===== src/rtl/sdram_arbit.sv =====
// SDRAM bus arbiter: owns the refresh interval timer and grants the shared command/data
// bus to one of init, auto-refresh, burst write or burst read (refresh > write > read).
module sdram_arbit #(
    parameter int         CNT_REF_MAX = 780,
    parameter int         DATA_W      = 32,
    parameter logic [3:0] CMD_NOP     = 4'b0111
) (
    input  logic              sys_clk,
    input  logic              sys_rst,
    input  logic              init_end,
    input  logic [3:0]        init_cmd,
    input  logic [1:0]        init_ba,
    input  logic [12:0]       init_addr,
    input  logic              aref_end,
    input  logic [3:0]        aref_cmd,
    input  logic [1:0]        aref_ba,
    input  logic [12:0]       aref_addr,
    input  logic              wr_req,
    input  logic              wr_end,
    input  logic [3:0]        wr_cmd,
    input  logic [1:0]        wr_ba,
    input  logic [12:0]       wr_addr,
    input  logic              wr_sdram_en,
    input  logic [DATA_W-1:0] wr_sdram_data,
    input  logic              rd_req,
    input  logic              rd_end,
    input  logic [3:0]        rd_cmd,
    input  logic [1:0]        rd_ba,
    input  logic [12:0]       rd_addr,
    output logic              aref_req,
    output logic              aref_en,
    output logic              wr_en,
    output logic              rd_en,
    output logic              aref_overrun,
    output logic              sdram_cke,
    output logic              sdram_cs_n,
    output logic              sdram_ras_n,
    output logic              sdram_cas_n,
    output logic              sdram_we_n,
    output logic [1:0]        sdram_ba,
    output logic [12:0]       sdram_addr,
    output logic              sdram_dq_oe,
    output logic [DATA_W-1:0] sdram_dq_out,
    output logic [2:0]        o_dbg_state
);

    typedef enum logic [2:0] {
        ST_INIT  = 3'd0,
        ST_IDLE  = 3'd1,
        ST_AREF  = 3'd2,
        ST_WRITE = 3'd3,
        ST_READ  = 3'd4
    } state_t;

    localparam int             CW       = (CNT_REF_MAX > 1) ? $clog2(CNT_REF_MAX) : 1;
    localparam logic [CW-1:0]  CNT_LAST = CW'(CNT_REF_MAX - 1);

    state_t              r_state;
    state_t              w_next_state;
    logic [CW-1:0]       r_cnt_ref;
    logic                r_aref_req;
    logic                r_aref_overrun;
    logic                r_aref_en;
    logic                r_wr_en;
    logic                r_rd_en;
    logic                w_cnt_wrap;
    logic                w_aref_take;
    logic [3:0]          w_cmd;
    logic [1:0]          w_ba;
    logic [12:0]         w_addr;

    assign w_cnt_wrap  = (r_state != ST_INIT) && (r_cnt_ref == CNT_LAST);
    assign w_aref_take = (r_state == ST_IDLE) && r_aref_req;

    // Bursts always return to IDLE, which gives the one-cycle bus turnaround for free.
    always_comb begin
        w_next_state = r_state;
        case (r_state)
            ST_INIT:  if (init_end) w_next_state = ST_IDLE;
            ST_IDLE: begin
                if (r_aref_req)  w_next_state = ST_AREF;
                else if (wr_req) w_next_state = ST_WRITE;
                else if (rd_req) w_next_state = ST_READ;
            end
            ST_AREF:  if (aref_end) w_next_state = ST_IDLE;
            ST_WRITE: if (wr_end)   w_next_state = ST_IDLE;
            ST_READ:  if (rd_end)   w_next_state = ST_IDLE;
            default:  w_next_state = ST_INIT;
        endcase
    end

    // Grants are decoded from the next state so they change on the same edge as the state.
    always_ff @(posedge sys_clk) begin
        if (sys_rst) begin
            r_state   <= ST_INIT;
            r_aref_en <= 1'b0;
            r_wr_en   <= 1'b0;
            r_rd_en   <= 1'b0;
        end else begin
            r_state   <= w_next_state;
            r_aref_en <= (w_next_state == ST_AREF);
            r_wr_en   <= (w_next_state == ST_WRITE);
            r_rd_en   <= (w_next_state == ST_READ);
        end
    end

    always_ff @(posedge sys_clk) begin
        if (sys_rst || r_state == ST_INIT) begin
            r_cnt_ref <= '0;
        end else if (w_cnt_wrap) begin
            r_cnt_ref <= '0;
        end else begin
            r_cnt_ref <= r_cnt_ref + CW'(1);
        end
    end

    // A wrap while a refresh is still outstanding marks a missed interval; the request
    // itself stays a single pending flag rather than a count.
    always_ff @(posedge sys_clk) begin
        if (sys_rst) begin
            r_aref_req     <= 1'b0;
            r_aref_overrun <= 1'b0;
        end else begin
            if (w_cnt_wrap) begin
                r_aref_req <= 1'b1;
                if (r_aref_req && !w_aref_take) begin
                    r_aref_overrun <= 1'b1;
                end
            end else if (w_aref_take) begin
                r_aref_req <= 1'b0;
            end
        end
    end

    always_comb begin
        w_cmd  = CMD_NOP;
        w_ba   = 2'b11;
        w_addr = 13'h1FFF;
        case (r_state)
            ST_INIT: begin
                w_cmd  = init_cmd;
                w_ba   = init_ba;
                w_addr = init_addr;
            end
            ST_AREF: begin
                w_cmd  = aref_cmd;
                w_ba   = aref_ba;
                w_addr = aref_addr;
            end
            ST_WRITE: begin
                w_cmd  = wr_cmd;
                w_ba   = wr_ba;
                w_addr = wr_addr;
            end
            ST_READ: begin
                w_cmd  = rd_cmd;
                w_ba   = rd_ba;
                w_addr = rd_addr;
            end
            default: begin
                w_cmd  = CMD_NOP;
                w_ba   = 2'b11;
                w_addr = 13'h1FFF;
            end
        endcase
    end

    assign {sdram_cs_n, sdram_ras_n, sdram_cas_n, sdram_we_n} = w_cmd;
    assign sdram_cke    = 1'b1;
    assign sdram_ba     = w_ba;
    assign sdram_addr   = w_addr;
    assign sdram_dq_oe  = (r_state == ST_WRITE) ? wr_sdram_en : 1'b0;
    assign sdram_dq_out = (r_state == ST_WRITE) ? wr_sdram_data : '0;

    assign aref_req     = r_aref_req;
    assign aref_overrun = r_aref_overrun;
    assign aref_en      = r_aref_en;
    assign wr_en        = r_wr_en;
    assign rd_en        = r_rd_en;
    assign o_dbg_state  = r_state;

endmodule


===== config.mk =====
export PLATFORM = sky130hd
export DESIGN_NAME = sdram_arbit
export DESIGN_NICKNAME = d
export VERILOG_FILES = /design/src/rtl/sdram_arbit.sv
export SDC_FILE = /design/constraint.sdc
export NUM_CORES = 1
export LEC_CHECK = 0
export BUFFER_PORTS_ARGS = -buffer_cell sky130_fd_sc_hd__buf_2
export CORE_MARGIN = 3
export CORE_UTILIZATION = 30
export DETAILED_ROUTE_END_ITERATION = 12
export GPL_TIMING_DRIVEN = 1
export MAX_ROUTING_LAYER = met4
export PLACE_DENSITY = 0.7
export SYNTH_ARGS = -nofsm -noshare
export SYNTH_HDL_FRONTEND = slang
export SYNTH_SLANG_ARGS = --single-unit

===== constraint.sdc =====
create_clock -name sys_clk -period 2 [get_ports sys_clk]
set_input_delay 0.2 -clock sys_clk [delete_from_list [all_inputs] [get_ports sys_clk]]
set_output_delay 0.2 -clock sys_clk [all_outputs]
set_load 0.01 [all_outputs]

; ---- Yosys cells after proc, flatten, opt, wreduce, memory -nomap -nowiden
; Cells that the tools add are included.
[op_classes]
reduce_logical = 10
eq_ne = 8
n_addsub = 1
mux = 15
[ops]
columns = operator, count
row1 = $pmux W13 S4, 1
row2 = $mux W32, 1
row3 = $mux W3, 7
row4 = $pmux W4 S4, 1
row5 = $pmux W3 S5, 1
row6 = $eq A3 B2 Y1 const B, 4
row7 = $add A10 B1 Y10 const B, 1
row8 = $eq A10 B10 Y1 const B, 1
row9 = $pmux W2 S4, 1
row10 = $eq A3 B3 Y1 const B, 2
row11 = $eq A3 B1 Y1 const B, 1
row12 = $logic_and A1 B1 Y1, 3
row13 = $logic_not A3 Y1, 1
row14 = $mux W1, 3
row15 = $reduce_bool A3 Y1, 1
row16 = $reduce_and A2 Y1, 1
row17 = $reduce_bool A2 Y1, 1
row18 = $reduce_or A2 Y1, 1
row19 = $logic_not A1 Y1, 1
row20 = $logic_or A1 B1 Y1, 1
[word_totals]
word_cells = 41
regBits = 18
in_bits = 117
out_inout_bits = 61

; ---- Longest topological paths before layout
[depth]
word_depth = 5
depth_mapped = 5
depth_no_buf = 4

; ---- Worst setup path after synthesis
; Ideal clock, no wire load.
[synth_path]
path_kind = register -> output
startpoint = register r_state[2], in the netlist o_dbg_state[2]
endpoint = output sdram_cs_n
arrival_time_ps = 1361
path_buffers = 2
stages_incl_launch_ff = 5
t_required_ps = 1800
path_slack_ps = 439
cell_sequence = dfxtp_1 > buf_4 > or3b_1 > clkbuf_1 > o22ai_1
[synth_between]
elab_chain_len = 2
word_cells_on_any_way = 5
classes_between = eq/ne (3) / mux (1) / reduce/logical (1)
[synth_rtl]
columns = element, line
row1 = start: declaration, 58  ; state_t r_state;
row2 = start signal: assignment, 100  ; r_state <= w_next_state;
row3 = $eq A3 B3 Y1 (tied with other cells), 139  ; case (r_state)
row4 = $pmux W4 S4 *, 139
row5 = end: declaration, 36  ; output logic sdram_cs_n,
; Mark *: on every way between the ends. The rest lies on a longest branch, timed or not.

; ---- Final worst setup path
[layout_path]
startpoint = register r_state[1], in the netlist o_dbg_state[1]
endpoint = output sdram_addr[0]
[layout_between]
elab_chain_len = 2
word_cells_on_any_way = 5
classes_between = eq/ne (3) / mux (1) / reduce/logical (1)
[layout_rtl]
columns = element, line
row1 = $eq A3 B3 Y1 (tied with other cells), 139
row2 = $pmux W13 S4 *, 139
row3 = end: declaration, 41  ; output logic [12:0] sdram_addr,
; Marked as above.

==> impl_metrics.yaml <==
run_status:
  status: "finished clean"
power_and_ir_drop:
  ir_drop_v: 0.000278
  power.total_mw: 1.20
  p_leak_nw: 1.35
  power_density_mw_per_mm2: 453
die:
  design.core.area_sq_mm: 0.00520
  initial_core_util_pct: 31.8
  io_pins: 178
  die_area_sq_mm: 0.00644
  dieWidth_um: 80.2
  rows: 26
  die_h_um: 80.2
critical_path:
  reg2reg_depth: 4
  cpLargestDelayFamily: "simple AND/OR/NAND/NOR gates"
  worst_ep_arrival_time_ps: 1700
  crit_chain: "or3b_1 -> buf_4 -> o22a_1 -> buf_2"
  worstSetupStartpoint: "o_dbg_state[1]"
  cp-end-kind: "primary output"
  critical_path_class: "reg2out"
  crit-reg2reg-launch: "o_dbg_state[0]"
  cp_num_buf_inv: 2
  cp_max_fo: 19
  required_ps: 1800
  crit_path_start_kind: "register"
  critPathSlowestCell: "or3b_1"
  slowest_delay_ps: 450
  crit_cells: 4
synthesis:
  yosysWarnings: 0
  synth_most_common_cell: "and2_1"
  synth.area.top_cells: "dfxtp_1 22%, and2_1 13%, o22a_1 12%, mux2i_1 9.7%, a2bb2oi_1 9.0%"
  async_flop_share_pct: 0
  yosys_most_used_dff: "dfxtp_1"
  synth_top_cell_by_area: "dfxtp_1"
  synth_nets: 318
  synth-edff-count: 0
  ys_ff_latch: 18
  yosysSeqAreaShare_pct: 21.8
  syn_inst: 200
  synthesis.area_sq_mm: 0.00165
  netlist.area_leader.share_pct: 21.8
  synth.avg_cell_area_sq_um: 8.26
  ys_types: 41
  synth_common_cells: "34 x and2_1, 22 x o22a_1, 18 x dfxtp_1"
worst_hold_path:
  holdPathStages: 2
  hold_path.class: "in2reg"
  hold_start: "sys_rst"
routing:
  top_layer_used: "met4"
  wl_um: 6620
  wl_met1_um: 2720
  wl_met3_um: 545
  drc: 0
  route.vias.total: 2198
  met2_length_um: 3210
  vias_per_cell: 5.02
  firstDrtPassIters: 4
  drt-initial-drc-count: 85
  ant_nets: 0
  wl_per_cell_um: 15.1
finish:
  area_growth_pct: 60.0
  drive_gt1_share_pct: 53.5
  final_cell_count_no_fill: 438
  fill_cells: 533
  final_cell_area_sq_mm: 0.00265
  ff_latch_area_sq_um: 362
  final_util_pct: 50.8
  multi_input_area_sq_mm: 0.00119
  nets: 487
  n_antenna_cell: 0
sta:
  fin_worst_skew_ps: 2.21
  hold_violations: 0
  setup_slack_ps: 103
  min_period_over_period_pct: 94.8
  fin_tns_setup_ps: 0
  drv_slew: 0
  finalCriticalPeriod_ps: 1900
  rsz0062_at_grt: "no"
  whs_ps: 233
  finalSetupViolCount: 0
  fmax_ghz: 0.527
cts:
  ctsHoldBuffers: 0
  cts.sink_count: 18
  cts_inserted_buffers: 3
  cts_buffer_depth: 2
  clockRootBuffer: "clkbuf_8"
  cts_tree: "yes"
  clk_latency_ps: 260
  cts_resized: 1
  cts.repair_timing.setup_buffer_count: 0
  path_clk_slew_ps: 70
  cts_htree_levels: 1
place:
  dpl_cell_area_sq_mm: 0.00259
  place_ws_ps: 276
  dp_cells: 434
  hpwl_um: 5570
  io_buffers: 176
  gp_congestion: 0.865
global_routing:
  overflow: 0
  grt_first_pass_wirelength_um: 9980
  antenna_found_initial: 0
  grt_max_degree: 34
  grt_pass1_vias: 2043
  grtUsageTotal_pct: 19.9
job:
  cap_viol_max_count: 0
[cell type report]
type,instances,share of cell area [%]
multi-input combinational,159,44.9
timing repair buffer,184,35.6
sequential,18,13.7
tap,70,3.31
clock buffer,4,2.08
inverter,3,0.426
[final timing paths]
kind	end	slack (ps)
hold / removal	aref_req	230
setup / recovery	sdram_addr[0]	100
hold reg to reg	aref_overrun	490
setup reg to reg	wr_en	430
[power by group]
part	internal, mW	switching (mW)
Clock	0.175	0.130
Sequential	0.369	0.0140
Combinational	0.281	0.230
Total	0.826	0.374
[layout by cell type, fill, tap and decap left out, types with 2 or more instances in the layout]
cell	count
a211oi_1	5
a2bb2oi_1	17
and2_1	34
buf_2	176
buf_4	8
clkbuf_8	4
dfxtp_1	17
inv_1	3
mux2_2	4
mux2i_1	16
nand2_1	4
nand2b_1	3
nand3_1	5
nand4_1	2
nor2_1	6
nor3_1	5
nor3b_1	2
o21ai_0	5
o22a_1	22
o22ai_1	2
or3_1	5
or3b_1	2
xor2_1	2
[state kept, by name (all words and copies together), names as in the netlist]
| register | flops |
|---|---|
| aref_req | 1 |
| r_cnt_ref | 10 |
| wr_en | 1 |
| o_dbg_state | 3 |
| aref_en | 1 |
| aref_overrun | 1 |
| rd_en | 1 |
[routing by layer]
layer	global-route usage (%)	vias up
li1	-	1084
met1	25.2	996
met2	32.4	106
met3	3.03	12
met4	6.93	0
met5	-	-
[worst register-to-register path: stages (launching register included)]
cell and delay (ps):
dfxtp_1 460, buf_4 210, nor4b_2 250, a2bb2oi_1 170
a2111oi_2 380
[cells by family after synthesis]
family | Yosys count | share of synthesized area, %
XOR/XNOR | 3 | 1.59
adder cells (fa/ha/maj) | 1 | 0.757
other | 1 | 0.227
multiplexers | 20 | 12.4
AO/OA/AOI/OAI | 58 | 28.8
buffers and inverters | 23 | 6.28
AND/OR/NAND/NOR | 76 | 28.1
flip-flops | 18 | 21.8
Note: power is estimated with default switching activity, not from simulation.
